File: src/rtl/axi_regbus_arbiter.sv
`default_nettype none
// ============================================================================
// Module   : axi_regbus_arbiter
// Brief    : Round-robin arbiter/sequencer for a shared 32-bit register bus
//            with per-access timeout and registered completion signalling.
// Revision : 1.0 - initial release
// ============================================================================
module axi_regbus_arbiter #(
    parameter int N_REQ       = 4,
    parameter int TIMEOUT_CYC = 255,
    parameter int CW          = 16
) (
    input  logic                  i_aclk,
    input  logic                  i_aresetn,
    input  logic [N_REQ-1:0]      i_req,
    input  logic [N_REQ-1:0]      i_we,
    input  logic [N_REQ*32-1:0]   i_addr,
    input  logic [N_REQ*32-1:0]   i_wdata,
    output logic [N_REQ-1:0]      o_ack,
    output logic                  o_err,
    output logic [31:0]           o_rdata,
    output logic [2:0]            o_gnt_id,
    output logic                  o_busy,
    output logic                  o_cs,
    output logic                  o_we,
    output logic [31:0]           o_addr,
    output logic [31:0]           o_data,
    input  logic [31:0]           i_data,
    input  logic                  i_ready
);

    typedef enum logic [1:0] {
        IDLE   = 2'd0,
        ACCESS = 2'd1,
        DONE   = 2'd2
    } state_t;

    localparam logic [CW-1:0] TMO_LAST = CW'(TIMEOUT_CYC - 1);
    localparam logic [2:0]    LAST_RST = 3'(N_REQ - 1);
    localparam logic [31:0]   ERR_DATA = 32'hDEAD_BEEF;

    state_t             state, state_nx;
    logic [2:0]         last, last_nx;
    logic [CW-1:0]      cnt, cnt_nx;

    logic [N_REQ-1:0]   ack_nx;
    logic               err_nx;
    logic [31:0]        rdata_nx;
    logic [2:0]         gnt_nx;
    logic               busy_nx;
    logic               cs_nx;
    logic               we_nx;
    logic [31:0]        addr_nx;
    logic [31:0]        data_nx;

    logic [N_REQ-1:0]   above;
    logic [N_REQ-1:0]   cand;
    logic [2:0]         win;
    logic               win_we;
    logic [31:0]        win_addr;
    logic [31:0]        win_wdata;
    logic [N_REQ-1:0]   gnt_onehot;

    // Round-robin pick: lowest requester above the pointer, else lowest overall.
    always_comb begin
        above = '0;
        for (int k = 0; k < N_REQ; k++) begin
            above[k] = (k > int'(last));
        end
        cand = ((i_req & above) != '0) ? (i_req & above) : i_req;
        win  = 3'd0;
        for (int k = N_REQ - 1; k >= 0; k--) begin
            if (cand[k]) begin
                win = 3'(k);
            end
        end
    end

    always_comb begin
        win_we    = 1'b0;
        win_addr  = 32'd0;
        win_wdata = 32'd0;
        for (int k = 0; k < N_REQ; k++) begin
            if (3'(k) == win) begin
                win_we    = i_we[k];
                win_addr  = i_addr[k*32 +: 32];
                win_wdata = i_wdata[k*32 +: 32];
            end
        end
    end

    always_comb begin
        gnt_onehot = '0;
        for (int k = 0; k < N_REQ; k++) begin
            gnt_onehot[k] = (3'(k) == o_gnt_id);
        end
    end

    always_comb begin
        state_nx = state;
        last_nx  = last;
        cnt_nx   = cnt;
        ack_nx   = '0;
        err_nx   = 1'b0;
        rdata_nx = o_rdata;
        gnt_nx   = o_gnt_id;
        busy_nx  = o_busy;
        cs_nx    = o_cs;
        we_nx    = o_we;
        addr_nx  = o_addr;
        data_nx  = o_data;

        case (state)
            IDLE: begin
                busy_nx = 1'b0;
                cs_nx   = 1'b0;
                if (i_req != '0) begin
                    gnt_nx   = win;
                    we_nx    = win_we;
                    addr_nx  = win_addr;
                    data_nx  = win_wdata;
                    cs_nx    = 1'b1;
                    busy_nx  = 1'b1;
                    cnt_nx   = '0;
                    state_nx = ACCESS;
                end
            end
            ACCESS: begin
                if (i_ready) begin
                    if (!o_we) begin
                        rdata_nx = i_data;
                    end
                    cs_nx    = 1'b0;
                    ack_nx   = gnt_onehot;
                    state_nx = DONE;
                end else if (cnt == TMO_LAST) begin
                    cs_nx    = 1'b0;
                    rdata_nx = ERR_DATA;
                    ack_nx   = gnt_onehot;
                    err_nx   = 1'b1;
                    state_nx = DONE;
                end else begin
                    cnt_nx = cnt + 1'b1;
                end
            end
            DONE: begin
                // The just-served requester drops to lowest priority.
                last_nx  = o_gnt_id;
                busy_nx  = 1'b0;
                state_nx = IDLE;
            end
            default: begin
                state_nx = IDLE;
            end
        endcase
    end

    always_ff @(posedge i_aclk or negedge i_aresetn) begin
        if (!i_aresetn) begin
            state    <= IDLE;
            last     <= LAST_RST;
            cnt      <= '0;
            o_ack    <= '0;
            o_err    <= 1'b0;
            o_rdata  <= 32'd0;
            o_gnt_id <= 3'd0;
            o_busy   <= 1'b0;
            o_cs     <= 1'b0;
            o_we     <= 1'b0;
            o_addr   <= 32'd0;
            o_data   <= 32'd0;
        end else begin
            state    <= state_nx;
            last     <= last_nx;
            cnt      <= cnt_nx;
            o_ack    <= ack_nx;
            o_err    <= err_nx;
            o_rdata  <= rdata_nx;
            o_gnt_id <= gnt_nx;
            o_busy   <= busy_nx;
            o_cs     <= cs_nx;
            o_we     <= we_nx;
            o_addr   <= addr_nx;
            o_data   <= data_nx;
        end
    end

endmodule
`default_nettype wire

File: config.mk
export PLATFORM = sky130hd
export DESIGN_NAME = axi_regbus_arbiter
export DESIGN_NICKNAME = d
export VERILOG_FILES = /design/src/rtl/axi_regbus_arbiter.sv
export SDC_FILE = /design/constraint.sdc
export NUM_CORES = 1
export LEC_CHECK = 0
export BUFFER_PORTS_ARGS = -buffer_cell sky130_fd_sc_hd__buf_2
export CAP_MARGIN = 20
export CORE_AREA = 2 2 160 162
export DETAILED_ROUTE_END_ITERATION = 6
export DIE_AREA = 0 0 162 164
export GPL_TIMING_DRIVEN = 0
export SYNTH_ARGS = -nofsm -noshare
export SYNTH_HDL_FRONTEND = slang
export SYNTH_SLANG_ARGS = --single-unit
export TNS_END_PERCENT = 10
File: constraint.sdc
create_clock -name i_aclk -period 4.8 [get_ports i_aclk]
set_input_delay 0 -clock i_aclk [delete_from_list [all_inputs] [get_ports i_aclk]]
set_output_delay 0 -clock i_aclk [all_outputs]
set_load 0.01 [all_outputs]
## Yosys cells after proc, flatten, opt, wreduce, memory -nomap -nowiden

Cells that the tools add are included.

| operators by class | value |
|---|---|
| multiplexer cells | 39 |
| equal/unequal tests | 14 |
| reduce and logical (&&, ||, !) cells | 13 |
| bitwise gates (word level) | 1 |
| add/sub/neg operators | 1 |
| magnitude comparators | 3 |

Operators by type and width:

| operator | number |
|---|---|
| $mux W32 | 11 |
| $mux W16 | 3 |
| $pmux W16 S2 | 1 |
| $add A16 B1 Y16 const B | 1 |
| $eq A16 B8 Y1 const B | 1 |
| $mux W4 | 4 |
| $eq A2 B3 Y1 const A | 4 |
| $mux W1 | 10 |
| $mux W2 | 5 |
| $ne A2 B2 Y1 const B | 4 |
| $reduce_bool A4 Y1 | 2 |
| $eq A1 B3 Y1 const A | 2 |
| $gt A2 B3 Y1 const A | 2 |
| $logic_not A3 Y1 | 2 |
| $mux W3 | 2 |
| $reduce_and A2 Y1 | 3 |
| $reduce_bool A2 Y1 | 3 |
| $and A4 B4 Y4 | 1 |
| $pmux W1 S2 | 2 |
| $pmux W2 S2 | 1 |
| $reduce_and A4 Y1 | 1 |
| $gt A1 B3 Y1 const A | 1 |
| $ne A3 B3 Y1 const B | 1 |
| $reduce_and A3 Y1 | 1 |
| other kinds (3) | 3 |

| word-level totals | value |
|---|---|
| logic and storage cells | 83 |
| output and inout port bits | 107 |
| input port bits | 299 |
| register bits after elaboration | 128 |

## Logic depth before layout (Yosys ltp)

Gate-level depths: netlist of the first run.

| depth | value |
|---|---|
| depth after elaboration | 13 |
| depth in mapped cells | 10 |
| mapped depth without buffers | 8 |

## Worst setup path after synthesis of the first run

Ideal clock, no wire load.

| timing path | value |
|---|---|
| path kind | register to register |
| start | reg cnt[0] |
| end | reg o_rdata[14] |
| slack | 3.000 ns |
| path buffers | 2 |
| required time | 4.679 ns |
| library setup time | 0.121 ns |
| data arrival time | 1.679 ns |
| period minus slack after synthesis | 1.800 ns |
| stages on the path, launching flop included | 9 |
| cell sequence | dfrtp_1 inv_1 ha_1 nor4b_1 and4_1 buf_4 o21ai_2 buf_2 a22o_1 |

| between the ends | value |
|---|---|
| cells in the longest elaborated chain, start to end | 3 |

RTL lines:

| element | RTL line | source |
|---|---|---|
| start, declared | 44 | `logic [CW-1:0] cnt, cnt_nx;` |
| start signal, assigned | 175 | `cnt <= cnt_nx;` |
| $eq A16 B8 Y1 | 136 | `end else if (cnt == TMO_LAST) begin` |
| $reduce_bool A2 Y1 (no line) | n/a |  |
| $reduce_and A3 Y1 (no line) | n/a |  |
| end signal, assigned | 178 | `o_rdata <= rdata_nx;` |
| end, declared | 21 | `output logic [31:0] o_rdata,` |

No other way between the ends.
A chain may end at the register's enable or synchronous reset.

## Worst setup path in the final report of the first run

| timing path | value |
|---|---|
| start | reg last[1] |
| end | reg o_addr[27] |

| between the ends | value |
|---|---|
| cells in the longest elaborated chain, start to end | 13 |
| elaborated cells on any way between the ends | 18 |
| those cells by class | order compare (3); eq/ne (3); mux (9); bitwise (1); reduce/logical (2) |

RTL lines:

| element | RTL line | source |
|---|---|---|
| start, declared | 43 | `logic [2:0] last, last_nx;` |
| start signal, assigned | 174 | `last <= last_nx;` |
| $gt A1 B3 Y1 / $gt A2 B3 Y1 (equally long branches) | 68 | `above[k] = (k > int'(last));` |
| $and A4 B4 Y4 (*) | 70 | `cand = ((i_req & above) != '0) ? (i_req & above) : i_req;` |
| $reduce_bool A4 Y1 | 70 |  |
| $mux W4 (*) | 70 |  |
| $mux W2 (2 in series) | 73 | `if (cand[k]) begin` |
| $mux W3 | 73 |  |
| $mux W3 (*) | 73 |  |
| $logic_not A3 Y1 | 84 | `if (3'(k) == win) begin` |
| $mux W32 (3 in series) | 84 |  |
| $mux W32 (*) | 84 |  |
| end signal, assigned | 183 | `o_addr <= addr_nx;` |
| end, declared | 26 | `output logic [31:0] o_addr,` |

Mark *: on every way between the ends. The rest lies on a longest branch, timed or not.

==> results of run 1 <==
==> through the flow <==
step / hold WS (ps) / worst slack (ps) / area (sq um) / instances / total power [W]
2_1_floorplan: -296 / 3000 / 7460 / 781 / 0.00412
3_3_place_gp: 246 / 1790 / 9880 / 1513 / 0.00544
3_5_place_dp: -3.48 / 2470 / 9920 / 1514 / 0.00549
4_1_cts: 2.07 / 1920 / 12100 / 1705 / 0.00742
5_1_grt: 47.8 / 1770 / 12100 / 1706 / 0.00795
6_report: 15.0 / 1910 / 12100 / 1708 / 0.00747
==> worst min-delay path, stage by stage <==
cell and delay (ps):
buf_2 70, nand2_1 40, o21ai_0 150, a22o_1 130
==> power breakdown <==
part           switching, W  internal, W
clock              0.000550     0.000730
combinational       0.00228      0.00200
sequential         0.000380      0.00152
total               0.00321      0.00426
==> how the worst max path moves through the flow <==
stage / from / to / depth (start not counted)
4_1_cts: last[1]$_DFFE_PN1P_ / o_addr[27]$_DFFE_PN0P_ / 8
2_1_floorplan: cnt[0]$_DFFE_PN0P_ / o_rdata[14]$_DFFE_PN0P_ / 8
3_5_place_dp: last[1]$_DFFE_PN1P_ / o_addr[27]$_DFFE_PN0P_ / 7
5_1_grt: last[1]$_DFFE_PN1P_ / o_addr[27]$_DFFE_PN0P_ / 8
3_3_place_gp: i_aresetn / o_addr[8]$_DFFE_PN0P_ / 1
6_report: last[1]$_DFFE_PN1P_ / o_addr[27]$_DFFE_PN0P_ / 8
==> flip-flops by register name (all words and copies together) (netlist names), 2 cells and up <==
register and flops:
cnt 16, last 2, o_ack 4, o_addr 32, o_data 32, o_gnt_id 2
o_rdata 32, state 2
==> layer usage <==
metal | wire (um) | vias up | global-route usage
li1 | - | 4167 | -
met1 | 13700 | 4386 | 0.295
met2 | 16900 | 396 | 0.415
met3 | 1850 | 55 | 0.0455
met4 | 822 | 0 | 0.0861
met5 | 0 | - | 0
==> layout make-up <==
class,count,area [sq um]
Multi-Input combinational cell,568,3790
Inverter,4,17.5
Sequential cell,126,3160
Buffer,83,497
Timing Repair Buffer,562,3640
Tap cell,330,413
Antenna cell,3,7.51
Clock buffer,17,425
Clock inverter,15,151
Fill cell,2393,12700
==> cell families (layout without fill, tap and decap cells) <==
family,Yosys count,after routing,share of synthesized area
AO/OA/AOI/OAI,281,281,0.320
AND/OR/NAND/NOR,271,271,0.168
buffers and inverters,87,681,0.0690
multiplexers,2,2,0.00302
other,1,4,0.000503
adder cells (fa/ha/maj),2,2,0.00336
flip-flops,126,126,0.423
XOR/XNOR,11,11,0.0129
==> cell usage in the layout (no fill, tap or decap), types with 25 or more instances in the layout <==
master,count
a22oi_1,65
a221oi_2,30
a21oi_1,27
o221ai_1,65
nand2_1,163
buf_2,438
nand2b_1,25
dlygate4sd3_1,159
nor2_1,39
a221oi_1,35
dfrtp_1,124
==> repair_timing <==
item | CTS | global route
hold buffers | 159 | 0
resized for setup | 0 | 0
endpoints found under the hold margin | 145 | 0
==> results.yml, run 1 <==
run_status:
  status: "finished, final reports clean"
sta:
  max_slew_margin: 0.566
  maxSlewViolCount: 0
  fin_crit_ps: 2890
  fin_crit_sh: 0.602
  max_freq_ghz: 0.346
  clock_skew_ps: 13.4
  setup_viol: 0
  finalHoldViolCount: 0
  worst_slew_pin_slew_ps: 651
  rsz0062_at_grt: "no"
  setup_tns_ps: 0
critical_path:
  worstPathCellList: "buf_2 > o22ai_1 > a32oi_1 > buf_2 > buf_2 > o221ai_1 > a22oi_1 > dlygate4sd3_1"
  r2r_end: "o_addr[27]$_DFFE_PN0P_"
  crit_top_cell: "buf_2"
  crit_type: "flip-flop to flip-flop"
  endpoint_kind: "flip-flop"
  critPathSlowestCell: "dlygate4sd3_1"
  path_buf_inv: 4
  path_max_fanout: 10
  r2r_slack_ps: 1910
  reg2reg_depth: 8
  cp.arrival_ps: 3230
  critPathTopFamily: "buffers and inverters"
  crit_required_ps: 5140
  slowest_delay_ps: 570
  worst_setup_path_start_kind: "flip-flop"
  r2r_start: "last[1]$_DFFE_PN1P_"
clock_tree:
  cts_root_buffer: "clkbuf_16"
  h-tree-depth: 4
  cts_buffers: 17
  clk_latency_ps: 420
  clock_path_buffers: 2
  post-cts-setup-buffer-count: 0
  clkTransAtPathRegs_ps: 60
  cts_tree: "yes"
  cts.sinks: 126
routing:
  vias: 9004
  routed_via_density: 5.27
  wl_per_cell_um: 19.5
  routed_wirelength_um: 33300
  dr.pass1.iters: 5
  antenna_left: 0
  drtIter0Drc: 635
  drc: 0
synthesis:
  synth_top_area_frac: 0.416
  synth_nets: 1082
  synthFlopType: "dfrtp_1"
  yosysTopAreaCell: "dfrtp_1"
  ys_top_cells_by_count: "163 x nand2_1, 124 x dfrtp_1, 65 x a22oi_1, 65 x o221ai_1, 39 x nor2_1"
  synth.most_common_cell: "nand2_1"
  netlist_area_sq_um: 7460
  synth_seq_area_share: 0.423
  synthTopCellsByArea: "dfrtp_1 42%, nand2_1 8.2%, o221ai_1 7.6%, a22oi_1 6.5%, a221oi_2 6.0%"
  netlist_instances: 781
  synth_warnings: 0
  ys_ff_latch: 126
  syn_area_per_cell_sq_um: 9.55
  synth_cell_types: 53
  synth_edf_count: 0
  async_flop_share: 1.00
floorplanning:
  start_util: 0.300
  io_pins: 406
  rows: 58
  die_w_um: 162
  core-area_sq_um: 24800
  die-area_sq_um: 26600
  die_y_um: 164
power:
  p_leak_nw: 5.69
  power.density_nw_per_um2: 618
  ir_drop_mv: 0.314
worst_hold_path:
  hold_end: "o_rdata[24]$_DFFE_PN0P_"
  worstHoldPathCells: 4
  hp-class: "input port to flip-flop"
  worstHoldStart: "i_data[24]"
place:
  hpwl_um: 23900
  gp_congestion: 0.866
  port_buffers: 402
layout:
  drive_above_1_share: 0.396
  final_util: 0.487
  nets: 1663
  area_delta_synth_final_pct: 62.1
run:
  max-cap-violations: 0
global_route:
  grt_pass1_wl_um: 49100
  first_global_vias: 8873
  antenna_found_initial: 2
  grt.total_usage: 0.238
  grt_max_degree: 75
  grt.overflow.total: 0
No activity file was read; power rests on OpenSTA's default activity.
==> run 2: changes to the inputs <==
--- a/config.mk
+++ b/config.mk
@@ -7,9 +7,9 @@
 export LEC_CHECK = 0
 export BUFFER_PORTS_ARGS = -buffer_cell sky130_fd_sc_hd__buf_2
 export CAP_MARGIN = 20
-export CORE_AREA = 2 2 160 162
+export CORE_AREA = 2 2 156 158
 export DETAILED_ROUTE_END_ITERATION = 6
-export DIE_AREA = 0 0 162 164
+export DIE_AREA = 0 0 158 160
 export GPL_TIMING_DRIVEN = 0
 export SYNTH_ARGS = -nofsm -noshare
 export SYNTH_HDL_FRONTEND = slang
==> constraint.sdc (replaced) <==
create_clock -name i_aclk -period 2.85 [get_ports i_aclk]
set_input_delay 0 -clock i_aclk [delete_from_list [all_inputs] [get_ports i_aclk]]
set_output_delay 0 -clock i_aclk [all_outputs]
set_load 0.01 [all_outputs]
==> run 2 against run 1 <==
Sequential share of layout area decreased by 0.24 points; total power is 70% higher; cell area is 0.92% higher; clock skew down 1.8 ps; hold slack improved by 31 ps; fmax increased by 7.3%; core utilization is 2.5 points higher; sequential power rose by 68%; largest cell class unchanged.
==> results.yml, run 2 (same netlist as run 1, synthesis figures left out) <==
power:
  comb_power_share: 0.566
  seq_power_share: 0.252
  power.density_nw_per_um2: 1040
  p_sw_frac: 0.421
  intPower_w: 0.00735
  p_clk_frac: 0.182
  finalPower_w: 0.0127
  ir_drop_mv: 0.476
  switchingPower_w: 0.00536
  p_leak_nw: 5.76
floorplanning:
  die_y_um: 160
  rows: 57
  io_pins: 406
  core-area_sq_um: 23800
  die_w_um: 158
  start_util: 0.313
  die-area_sq_um: 25300
routing:
  wl_met1_um: 13800
  drc: 0
  wl_per_cell_um: 19.2
  antenna_left: 0
  wl_met2_um: 16000
  top_layer: "met4"
  routed_via_density: 5.27
  drtIter0Drc: 565
  vias: 8980
  dr.pass1.iters: 5
  routed_wirelength_um: 32700
  route.met3.wl_um: 1840
clock_tree:
  cts.sinks: 126
  clk_latency_ps: 420
  cts_root_buffer: "clkbuf_16"
  cts_tree: "yes"
  cts_buffers: 17
  clock_path_buffers: 2
  h-tree-depth: 4
  clkTransAtPathRegs_ps: 60
place:
  place_inst: 1508
  port_buffers: 402
  gp_congestion: 0.865
  hpwl_um: 23500
sta:
  fin_crit_sh: 0.945
  worst_slew_pin_slew_ps: 646
  worst_hold_slack_ps: 46.3
  maxSlewViolCount: 0
  setup_tns_ps: 0
  max_slew_margin: 0.569
  finalHoldViolCount: 0
  fin_crit_ps: 2690
  max_freq_ghz: 0.371
  setup_viol: 0
  clock_skew_ps: 11.6
global_route:
  grt.overflow.total: 0
  grt_max_degree: 65
  first_global_vias: 9083
  antenna_found_initial: 1
  grt.total_usage: 0.253
  grt_pass1_wl_um: 49800
critical_path:
  cp.arrival_ps: 3040
  crit_required_ps: 3200
  crit_type: "flip-flop to flip-flop"
  worst_setup_path_start_kind: "flip-flop"
  endpoint_kind: "flip-flop"
  r2r_end: "o_addr[18]$_DFFE_PN0P_"
  reg2reg_depth: 8
  path_max_fanout: 10
  r2r_slack_ps: 160
  r2r_start: "last[1]$_DFFE_PN1P_"
layout:
  drive_above_1_share: 0.397
  area_delta_synth_final_pct: 63.6
  instances_no_fill: 1705
  reg_top3: "o_addr: 32 flops, o_data: 32 flops, o_rdata: 32 flops"
  fillCellCount: 2300
  final_cell_mix: "431 x buf_2, 163 x nand2_1, 163 x dlygate4sd3_1, 124 x dfrtp_1"
  final_common_cell: "buf_2"
  nets: 1668
worst_hold_path:
  worstHoldPathCells: 2
  hp-class: "input port to flip-flop"
  hold_end: "o_rdata[4]$_DFFE_PN0P_"
  worstHoldStart: "i_ready"
run_status:
  status: "finished, final reports clean"
run:
  max-cap-violations: 0
run 2: cell types whose count changed in the layout (fill, tap and decap cells not counted), sizes merged:
cell         previous run  this run
buf                   466       463
bufinv                  1         3
clkbuf                 37        42
clkinv                  1         4
clkinvlp                5         2
diode                   3         1
dlygate4sd3           159       163
inv                    12         9
run 2: timing repair:
action	4_1_cts	5_1_grt
endpoints found under the setup margin	0	47
setup buffers	0	1
gates resized for setup	0	15
hold endpoints to repair	160	0
hold buffers	163	0
run 2: per-layer routing:
metal	vias to the layer above	GRT usage
met5	-	0
met4	0	0.0979
met3	75	0.0412
met2	375	0.427
met1	4365	0.322
li1	4165	-
run 2: layout make-up:
cell class                 count  area, sq um  area share
buffer                        83          527      0.0432
clock inverter                14          180      0.0148
timing repair buffer         567         3680       0.302
multi-input combinational    568         3790       0.311
antenna                        1         2.50    0.000205
tap                          324          405      0.0332
clock buffer                  18          439      0.0360
sequential                   126         3160       0.259
inverter                       4         17.5     0.00144
run 2: how the worst max path moves through the flow:
stage | slack (ps) | from | to
2_1_floorplan | 1050 | cnt[0]$_DFFE_PN0P_ | o_rdata[14]$_DFFE_PN0P_
3_3_place_gp | -150 | i_aresetn | o_addr[9]$_DFFE_PN0P_
3_5_place_dp | 500 | last[1]$_DFFE_PN1P_ | o_addr[29]$_DFFE_PN0P_
4_1_cts | 30 | last[1]$_DFFE_PN1P_ | o_addr[27]$_DFFE_PN0P_
5_1_grt | -3 | last[1]$_DFFE_PN1P_ | o_addr[28]$_DFFE_PN0P_
6_report | 160 | last[1]$_DFFE_PN1P_ | o_addr[18]$_DFFE_PN0P_
run 2: worst max-delay path: stages, from the launching register on:
cell and delay (ps):
dfstp_2 520, buf_2 180, a21oi_1 80, o211ai_1 280
buf_6 230, buf_2 260, o221ai_1 260, a22oi_1 230
dlygate4sd3_1 570
run 2: power groups by stage:
| stage | logic [W] | clock network (W) | registers (W) |
|---|---|---|---|
| after floorplan | 0.00349 | 0 | 0.00345 |
| after global placement | 0.00599 | 0 | 0.00317 |
| after detailed placement | 0.00606 | 0 | 0.00320 |
| after CTS | 0.00710 | 0.00236 | 0.00318 |
| after global routing | 0.00781 | 0.00245 | 0.00330 |
| final | 0.00720 | 0.00231 | 0.00320 |
run 2: per-stage QoR:
stage | utilization | instance area [sq um] | setup slack [ps]
6_report | 0.512 | 12200 | 158
5_1_grt | 0.512 | 12200 | -3.46
4_1_cts | 0.510 | 12200 | 27.2
3_5_place_dp | 0.416 | 9910 | 496
3_3_place_gp | 0.415 | 9870 | -146
2_1_floorplan | - | 7460 | 1050
